File: src/rtl/led_blink_ctrl.sv
// Blink sequencer for the LED pattern decoder select line.
// Runs N on/off cycles (N=0: forever) with durations latched at start.
module led_blink_ctrl #(
  parameter int DIV_W = 24,
  parameter int CNT_W = 8
) (
  input  logic             clk,
  input  logic             rst,
  input  logic             start,
  input  logic             abort,
  input  logic [DIV_W-1:0] on_ticks,
  input  logic [DIV_W-1:0] off_ticks,
  input  logic [CNT_W-1:0] count,
  output logic             sel,
  output logic             busy,
  output logic             done,
  output logic [CNT_W-1:0] remaining
);

  typedef enum logic [1:0] {IDLE, ON, OFF, DONE} state_t;

  state_t           state, state_nxt;
  logic [DIV_W-1:0] phase, phase_nxt;
  logic [DIV_W-1:0] on_l, on_nxt, off_l, off_nxt;
  logic [CNT_W-1:0] cnt_l, cnt_nxt, rem_nxt;
  logic [DIV_W-1:0] on_eff, off_eff;
  logic             phase_end;

  // Zero durations collapse to a single cycle so the down-counter never wraps.
  assign on_eff    = (on_ticks  == '0) ? DIV_W'(1) : on_ticks;
  assign off_eff   = (off_ticks == '0) ? DIV_W'(1) : off_ticks;
  assign phase_end = (phase == DIV_W'(1));

  always_ff @(posedge clk or posedge rst) begin
    if (rst) begin
      state     <= IDLE;
      phase     <= '0;
      on_l      <= '0;
      off_l     <= '0;
      cnt_l     <= '0;
      remaining <= '0;
      sel       <= 1'b1;
      busy      <= 1'b0;
      done      <= 1'b0;
    end else begin
      state     <= state_nxt;
      phase     <= phase_nxt;
      on_l      <= on_nxt;
      off_l     <= off_nxt;
      cnt_l     <= cnt_nxt;
      remaining <= rem_nxt;
      sel       <= (state_nxt != ON);
      busy      <= (state_nxt == ON) || (state_nxt == OFF);
      done      <= (state_nxt == DONE);
    end
  end

  always_comb begin
    state_nxt = state;
    phase_nxt = phase;
    on_nxt    = on_l;
    off_nxt   = off_l;
    cnt_nxt   = cnt_l;
    rem_nxt   = remaining;
    case (state)
      IDLE: begin
        if (start && !abort) begin
          on_nxt    = on_eff;
          off_nxt   = off_eff;
          cnt_nxt   = count;
          rem_nxt   = count;
          phase_nxt = on_eff;
          state_nxt = ON;
        end
      end
      ON: begin
        if (phase_end) begin
          phase_nxt = off_l;
          state_nxt = OFF;
        end else begin
          phase_nxt = phase - DIV_W'(1);
        end
      end
      OFF: begin
        if (phase_end) begin
          if (cnt_l == '0) begin
            phase_nxt = on_l;
            state_nxt = ON;
          end else if (remaining == CNT_W'(1)) begin
            rem_nxt   = '0;
            phase_nxt = '0;
            state_nxt = DONE;
          end else begin
            rem_nxt   = remaining - CNT_W'(1);
            phase_nxt = on_l;
            state_nxt = ON;
          end
        end else begin
          phase_nxt = phase - DIV_W'(1);
        end
      end
      DONE: state_nxt = IDLE;
      default: state_nxt = IDLE;
    endcase
    // Abort wins over everything outside IDLE.
    if (abort && state != IDLE) begin
      state_nxt = IDLE;
      rem_nxt   = '0;
      phase_nxt = '0;
    end
  end

endmodule

File: config.mk
export PLATFORM = sky130hd
export DESIGN_NAME = led_blink_ctrl
export DESIGN_NICKNAME = d
export VERILOG_FILES = /design/src/rtl/led_blink_ctrl.sv
export SDC_FILE = /design/constraint.sdc
export NUM_CORES = 1
export LEC_CHECK = 0
export ABC_CLOCK_PERIOD_IN_PS = 3900
export CAP_MARGIN = 20
export CORE_MARGIN = 4
export CORE_UTILIZATION = 30
export DETAILED_ROUTE_END_ITERATION = 10
export GPL_TIMING_DRIVEN = 0
export PLACE_DENSITY = 0.55
export SYNTH_ARGS = -nofsm -noshare
export SYNTH_HDL_FRONTEND = slang
export SYNTH_SLANG_ARGS = --single-unit
File: constraint.sdc
create_clock -name clk -period 3.9 [get_ports clk]
set_clock_uncertainty 0.2 [all_clocks]
set_input_delay 0.78 -clock clk [delete_from_list [all_inputs] [get_ports clk]]
set_output_delay 0.78 -clock clk [all_outputs]
set_load 0.01 [all_outputs]
==> results of run 1 <==
## registers in the layout, indices dropped and copies added, names as in the netlist
register and count:
on_l 24, done 1, busy 1, state 2, sel 1, cnt_l 8, phase 24, off_l 24
remaining 8
## final cells by class
class                   count  area share
clock buffers              11      0.0387
inverters                  21      0.0124
plain buffers              37      0.0241
well taps                 220      0.0421
clock inverters             5     0.00632
repair buffers             73       0.114
multi-input cells         477       0.406
flip-flops and latches     93       0.356
## placed cells by master, fill, tap and decap left out, types with 5 or more instances in the layout
cell type / instances
dfrtp_1: 92
or3_1: 5
inv_1: 20
o21ai_0: 42
xnor2_1: 12
clkdlybuf4s50_1: 70
nor4_1: 25
a22o_1: 23
nand3_1: 8
a21oi_1: 43
nand2_1: 178
nor3_1: 11
clkbuf_1: 31
o22ai_1: 6
a21o_1: 15
xor2_1: 6
o21ai_1: 14
clkbuf_16: 9
nor2_1: 17
ha_1: 9
## layer usage
| metal | share of wire | global-route usage | up-vias |
|---|---|---|---|
| met5 | 0 | 0 | - |
| met4 | 0.017 | 0.0612 | 0 |
| met3 | 0.063 | 0.0252 | 18 |
| met2 | 0.45 | 0.269 | 193 |
| met1 | 0.47 | 0.255 | 2388 |
| li1 | - | - | 2379 |
## where the power goes
part / internal (mW) / switching (mW)
sequential: 1.37 / 0.345
combinational: 0.808 / 1.11
clock: 0.476 / 0.406
total: 2.66 / 1.86
## worst min path at each step
stage                                      from                    end  slack [ns]  cells past startpoint
after floorplan            on_l[18]$_DFFE_PP0P_   on_l[18]$_DFFE_PP0P_        0.24                      2
after global placement      on_l[4]$_DFFE_PP0P_    on_l[4]$_DFFE_PP0P_        0.26                      2
after detailed placement    on_l[8]$_DFFE_PP0P_    on_l[8]$_DFFE_PP0P_        0.26                      2
after CTS                   on_l[8]$_DFFE_PP0P_    on_l[8]$_DFFE_PP0P_        0.28                      2
after global routing        on_l[8]$_DFFE_PP0P_    on_l[8]$_DFFE_PP0P_        0.30                      2
final                     off_l[17]$_DFFE_PP0P_  off_l[17]$_DFFE_PP0P_        0.28                      2
## metrics by stage
step           instances  hold slack, ns  utilization
2_1_floorplan        628           0.238            -
3_3_place_gp         918           0.258        0.368
3_5_place_dp         921           0.265        0.371
4_1_cts              937           0.279        0.389
5_1_grt              937           0.298        0.389
6_report             937           0.277        0.389
## logic make-up after synthesis
kind of cell / Yosys count
adder cells (fa/ha/maj): 9
multiplexers: 2
buffers and inverters: 58
AND/OR/NAND/NOR: 273
flip-flops: 93
XOR/XNOR: 18
AO/OA/AOI/OAI: 175
## worst max-delay path, stage by stage (launching register included)
cell,delay [ns]
dfrtp_1,0.43
or4_1,0.64
or4_1,0.61
or3_1,0.41
buf_2,0.22
buf_2,0.22
a32oi_1,0.25
o2bb2ai_1,0.16
ha_1,0.31
inv_1,0.03
==> impl_metrics.json, run 1 <==
{
  "slew_viol_final": 0,
  "fp-row-count": 47,
  "ys_top_cells_by_area": "dfrtp_1 (44%), nand2_1 (13%), a21oi_1 (4.1%)",
  "critical_path_arrival_ns": 3.65,
  "cts_max_path_buffers": 2,
  "max_slew_margin": 0.341,
  "hold_buffers": 0,
  "synthArstFlopShare": 1.00,
  "p_per_area_mw_per_mm2": 690,
  "numClockSinks": 93,
  "power_leakage_nw": 2.97,
  "synth-simple-area-share": 0.240,
  "tightest_slew_ns": 0.979,
  "fin_nets": 781,
  "final_antenna_net_count": 0,
  "cap_violations": 0,
  "synth-edff-count": 0,
  "synthMuxAreaShare": 0.00383,
  "synth_common_cells": "nand2_1 (178), dfrtp_1 (92), a21oi_1 (43), o21ai_0 (42), clkbuf_1 (31)",
  "synth_area_mm2": 0.00522,
  "pin_count": 71,
  "yosys.area_share.adder": 0.0216,
  "yosysTopAreaCellShare": 0.441,
  "finalWeightedCongestion": 0.890,
  "dp_hpwl_um": 13100,
  "hold_class": "reg -> reg",
  "synth_top_family_by_area": "simple AND/OR/NAND/NOR gates",
  "post-route-period-util": 0.923,
  "die_y_um": 140,
  "fp.dieArea_mm2": 0.0196,
  "synthCells": 628,
  "coreArea_mm2": 0.0168,
  "cts_resized": 0,
  "postCtsSetupBuffers": 0,
  "power.total_mw": 4.51,
  "rr_endpoint": "busy$_DFF_PP0_",
  "fillCellCount": 1730,
  "start_util": 0.310,
  "crit_path_end": "busy$_DFF_PP0_",
  "grt-ovfl-total": 0,
  "clock.fmax_ghz": 0.278,
  "drt_pass1_iterations": 5,
  "worst-r2r-cell-count": 9,
  "synth_cell_types": 60,
  "cp-startpoint": "phase[16]$_DFFE_PP0P_",
  "syn_nets": 697,
  "reg2reg_from": "phase[16]$_DFFE_PP0P_",
  "die_x_um": 140,
  "peakVddDrop_mv": 0.249,
  "wl_per_cell_um": 18.2,
  "rsz0062_at_grt": "false",
  "drt_wl_total_um": 17100,
  "postPlaceCellArea_mm2": 0.00624,
  "end_kind": "flop",
  "yosys_warnings": 0,
  "synth_compound_area_frac": 0.213,
  "yosys_most_used_dff": "dfrtp_1",
  "multi_input_area_mm2": 0.00266,
  "syn_avg_cell_area_um2": 8.31,
  "vias_per_cell": 5.31,
  "yosysSeqAreaShare": 0.446,
  "fin_setup_tns_ns": 0,
  "numCtsBuffers": 9,
  "setup_slack_ns": 0.300,
  "h-tree-depth": 3,
  "critPathKind": "reg -> reg",
  "grt_max_degree": 50,
  "synth_top_area_cell": "dfrtp_1",
  "vias": 4978,
  "post-place-ws_ns": 0.330,
  "grt_pass1_wl_um": 27500,
  "clk_pin_slew_ns": 0.07,
  "finalSetupViolations": 0,
  "register_area_mm2": 0.00233,
  "antenna_found_initial": 0,
  "first_global_vias": 4965,
  "status": "complete, no violations",
  "synth_seq_cells": 93,
  "synthToLayoutAreaGrowth_pct": 25.2,
  "required_ns": 3.95,
  "place.port_buffers": 70,
  "layout-drive-gt1-share": 0.0544,
  "drc": 0,
  "clk-insertion-delay-late_ns": 0.35,
  "timing.final.hold_violations": 0,
  "antenna_cells": 0,
  "track_usage": 0.176,
  "synth_xor_area_frac": 0.0302,
  "design_area_mm2": 0.00654,
  "rrSetupSlack_ns": 0.30,
  "fin_crit_ns": 3.60,
  "cp-start-kind": "flop",
  "synth.most_common_cell": "nand2_1",
  "cp_max_fo": 10,
  "drt_iter0_drc": 448,
  "cts_root_buffer": "clkbuf_16",
  "cts_tree": "done"
}
(Power assumes the default switching activity.)
==> run 2: changes to the inputs <==
Settings changed: ABC_CLOCK_PERIOD_IN_PS 3900 to 4080, CORE_UTILIZATION 30 to 56, CTS_BUF_LIST from default to sky130_fd_sc_hd__clkbuf_8, PLACE_DENSITY 0.55 to 0.87.
Clock period 3.9 ns to 4.08 ns, I/O delays scaled along.
==> impl_metrics.json, run 2 (synthesis gave the netlist of run 1 again) <==
{
  "reg2reg_from": "phase[16]$_DFFE_PP0P_",
  "critPathKind": "reg -> reg",
  "antenna_found_initial": 0,
  "worst-r2r-cell-count": 9,
  "drc": 0,
  "hold_class": "reg -> reg",
  "status": "complete, no violations",
  "most-common-layout-cells": "nand2_1 (178), dfrtp_1 (92), clkdlybuf4s50_1 (70), a21oi_1 (43), o21ai_0 (42)",
  "timing.final.hold_violations": 0,
  "peakVddDrop_mv": 0.325,
  "grt-ovfl-total": 0,
  "power_leakage_nw": 2.93,
  "clk-insertion-delay-late_ns": 0.38,
  "mostFrequentLayoutCell": "nand2_1",
  "finalWeightedCongestion": 0.955,
  "tightest_slew_ns": 1.07,
  "worst_path_max_delay_cell": "or4_1",
  "cts_root_buffer": "clkbuf_8",
  "postCtsSetupBuffers": 0,
  "cp-startpoint": "phase[16]$_DFFE_PP0P_",
  "drt_pass1_iterations": 7,
  "max_stage_delay_ns": 0.65,
  "die_y_um": 105,
  "coreArea_mm2": 0.00889,
  "fin_crit_ns": 3.58,
  "required_ns": 4.16,
  "antenna_cells": 0,
  "fin_setup_tns_ns": 0,
  "final_antenna_net_count": 0,
  "drt_wl_total_um": 16200,
  "rr_endpoint": "busy$_DFF_PP0_",
  "top_regs": "off_l: 24 flops, on_l: 24 flops, phase: 24 flops",
  "h-tree-depth": 3,
  "start_util": 0.587,
  "hold_buffers": 0,
  "crit_family": "simple AND/OR/NAND/NOR gates",
  "slew_viol_final": 0,
  "post-route-period-util": 0.878,
  "cts_tree": "done",
  "cts_resized": 0,
  "hold_end": "cnt_l[6]$_DFFE_PP0P_",
  "synthToLayoutAreaGrowth_pct": 20.9,
  "dp_hpwl_um": 11900,
  "worstHoldPathCells": 2,
  "fin_nets": 780,
  "die_x_um": 105,
  "fp.dieArea_mm2": 0.0109,
  "hp-start": "cnt_l[6]$_DFFE_PP0P_",
  "p_per_area_mw_per_mm2": 662,
  "grt_max_degree": 63,
  "finalSetupViolations": 0,
  "cp_max_fo": 10,
  "clock.fmax_ghz": 0.279,
  "wl_per_cell_um": 19.7,
  "end_kind": "flop",
  "design_area_mm2": 0.00631,
  "max_slew_margin": 0.274,
  "vias_per_cell": 6.41,
  "track_usage": 0.300,
  "layout-drive-gt1-share": 0.0531,
  "numClockSinks": 93,
  "fp-row-count": 34,
  "postPlaceCellArea_mm2": 0.00609,
  "drt_iter0_drc": 701,
  "clk_pin_slew_ns": 0.11,
  "place.port_buffers": 70,
  "rrSetupSlack_ns": 0.50,
  "cts_max_path_buffers": 2,
  "cp-start-kind": "flop",
  "rsz0062_at_grt": "false",
  "cap_violations": 0,
  "pin_count": 71,
  "first_global_vias": 4933,
  "critical_path_arrival_ns": 3.66,
  "path_cells": "or4_1, or4_1, or3_1, buf_2, buf_2, a32oi_1, o2bb2ai_1, ha_1, inv_1",
  "vias": 5279,
  "numCtsBuffers": 9,
  "grt_pass1_wl_um": 26100,
  "final_util": 0.710,
  "critPathBufInv": 3
}
[run 2: cell count changes in the layout (fill, tap and decap cells not counted)]
cell / previous run / this run
inv_8: 1 / 3
clkinv_2: 1 / 0
clkinv_8: 0 / 1
bufinv_16: 0 / 1
clkbuf_2: 0 / 1
buf_2: 4 / 3
clkbuf_16: 9 / 0
clkdlybuf4s15_2: 1 / 0
clkbuf_8: 2 / 9
clkinvlp_4: 1 / 0
[run 2: metrics by stage]
| stage | power (mW) | setup WS (ns) | cells | hold slack (ns) |
|---|---|---|---|---|
| 4_1_cts | 4.12 | 0.550 | 823 | 0.288 |
| 2_1_floorplan | 2.81 | 0.645 | 628 | 0.238 |
| 3_5_place_dp | 3.42 | 0.575 | 807 | 0.262 |
| 6_report | 4.18 | 0.499 | 824 | 0.288 |
| 5_1_grt | 4.46 | 0.333 | 824 | 0.309 |
| 3_3_place_gp | 3.34 | -0.768 | 806 | 0.259 |
[run 2: how the worst max path moves through the flow]
stage	to	slack, ns	cells after the start
after floorplan	busy$_DFF_PP0_	0.65	1
after detailed placement	busy$_DFF_PP0_	0.57	10
final	busy$_DFF_PP0_	0.50	9
after CTS	busy$_DFF_PP0_	0.55	9
after global routing	busy$_DFF_PP0_	0.33	10
after global placement	off_l[10]$_DFFE_PP0P_	-0.77	2
[run 2: routing by layer]
| metal | part of all wire | vias up | global-route usage | wire, um |
|---|---|---|---|---|
| met5 | 0 | - | 0 | 0 |
| met4 | 0.024 | 0 | 0.0931 | 395 |
| met3 | 0.12 | 47 | 0.0752 | 1940 |
| met2 | 0.45 | 330 | 0.458 | 7320 |
| met1 | 0.40 | 2516 | 0.424 | 6560 |
| li1 | - | 2386 | - | - |
[run 2: cell type report]
type	instances	area [um^2]
Timing Repair Buffer	72	733
Clock inverter	7	97.6
Fill cell	717	2580
Buffer	37	158
Multi-Input combinational cell	477	2660
Tap cell	108	135
Inverter	21	81.3
Sequential cell	93	2330
Clock buffer	9	124
[run 2: report_power, final]
| group | total, mW | leakage [nW] | switching [mW] | internal (mW) |
|---|---|---|---|---|
| Combinational | 1.85 | 1.63 | 1.08 | 0.768 |
| Sequential | 1.64 | 1.18 | 0.329 | 1.31 |
| Clock | 0.697 | 0.113 | 0.391 | 0.306 |
| Total | 4.18 | 2.93 | 1.80 | 2.38 |
[run 2: worst reg2reg max path, cell delays in order (launching register included)]
cell	delay (ns)
dfrtp_1	0.46
or4_1	0.65
or4_1	0.63
or3_1	0.39
buf_2	0.21
buf_2	0.23
a32oi_1	0.23
o2bb2ai_1	0.15
ha_1	0.31
inv_1	0.03
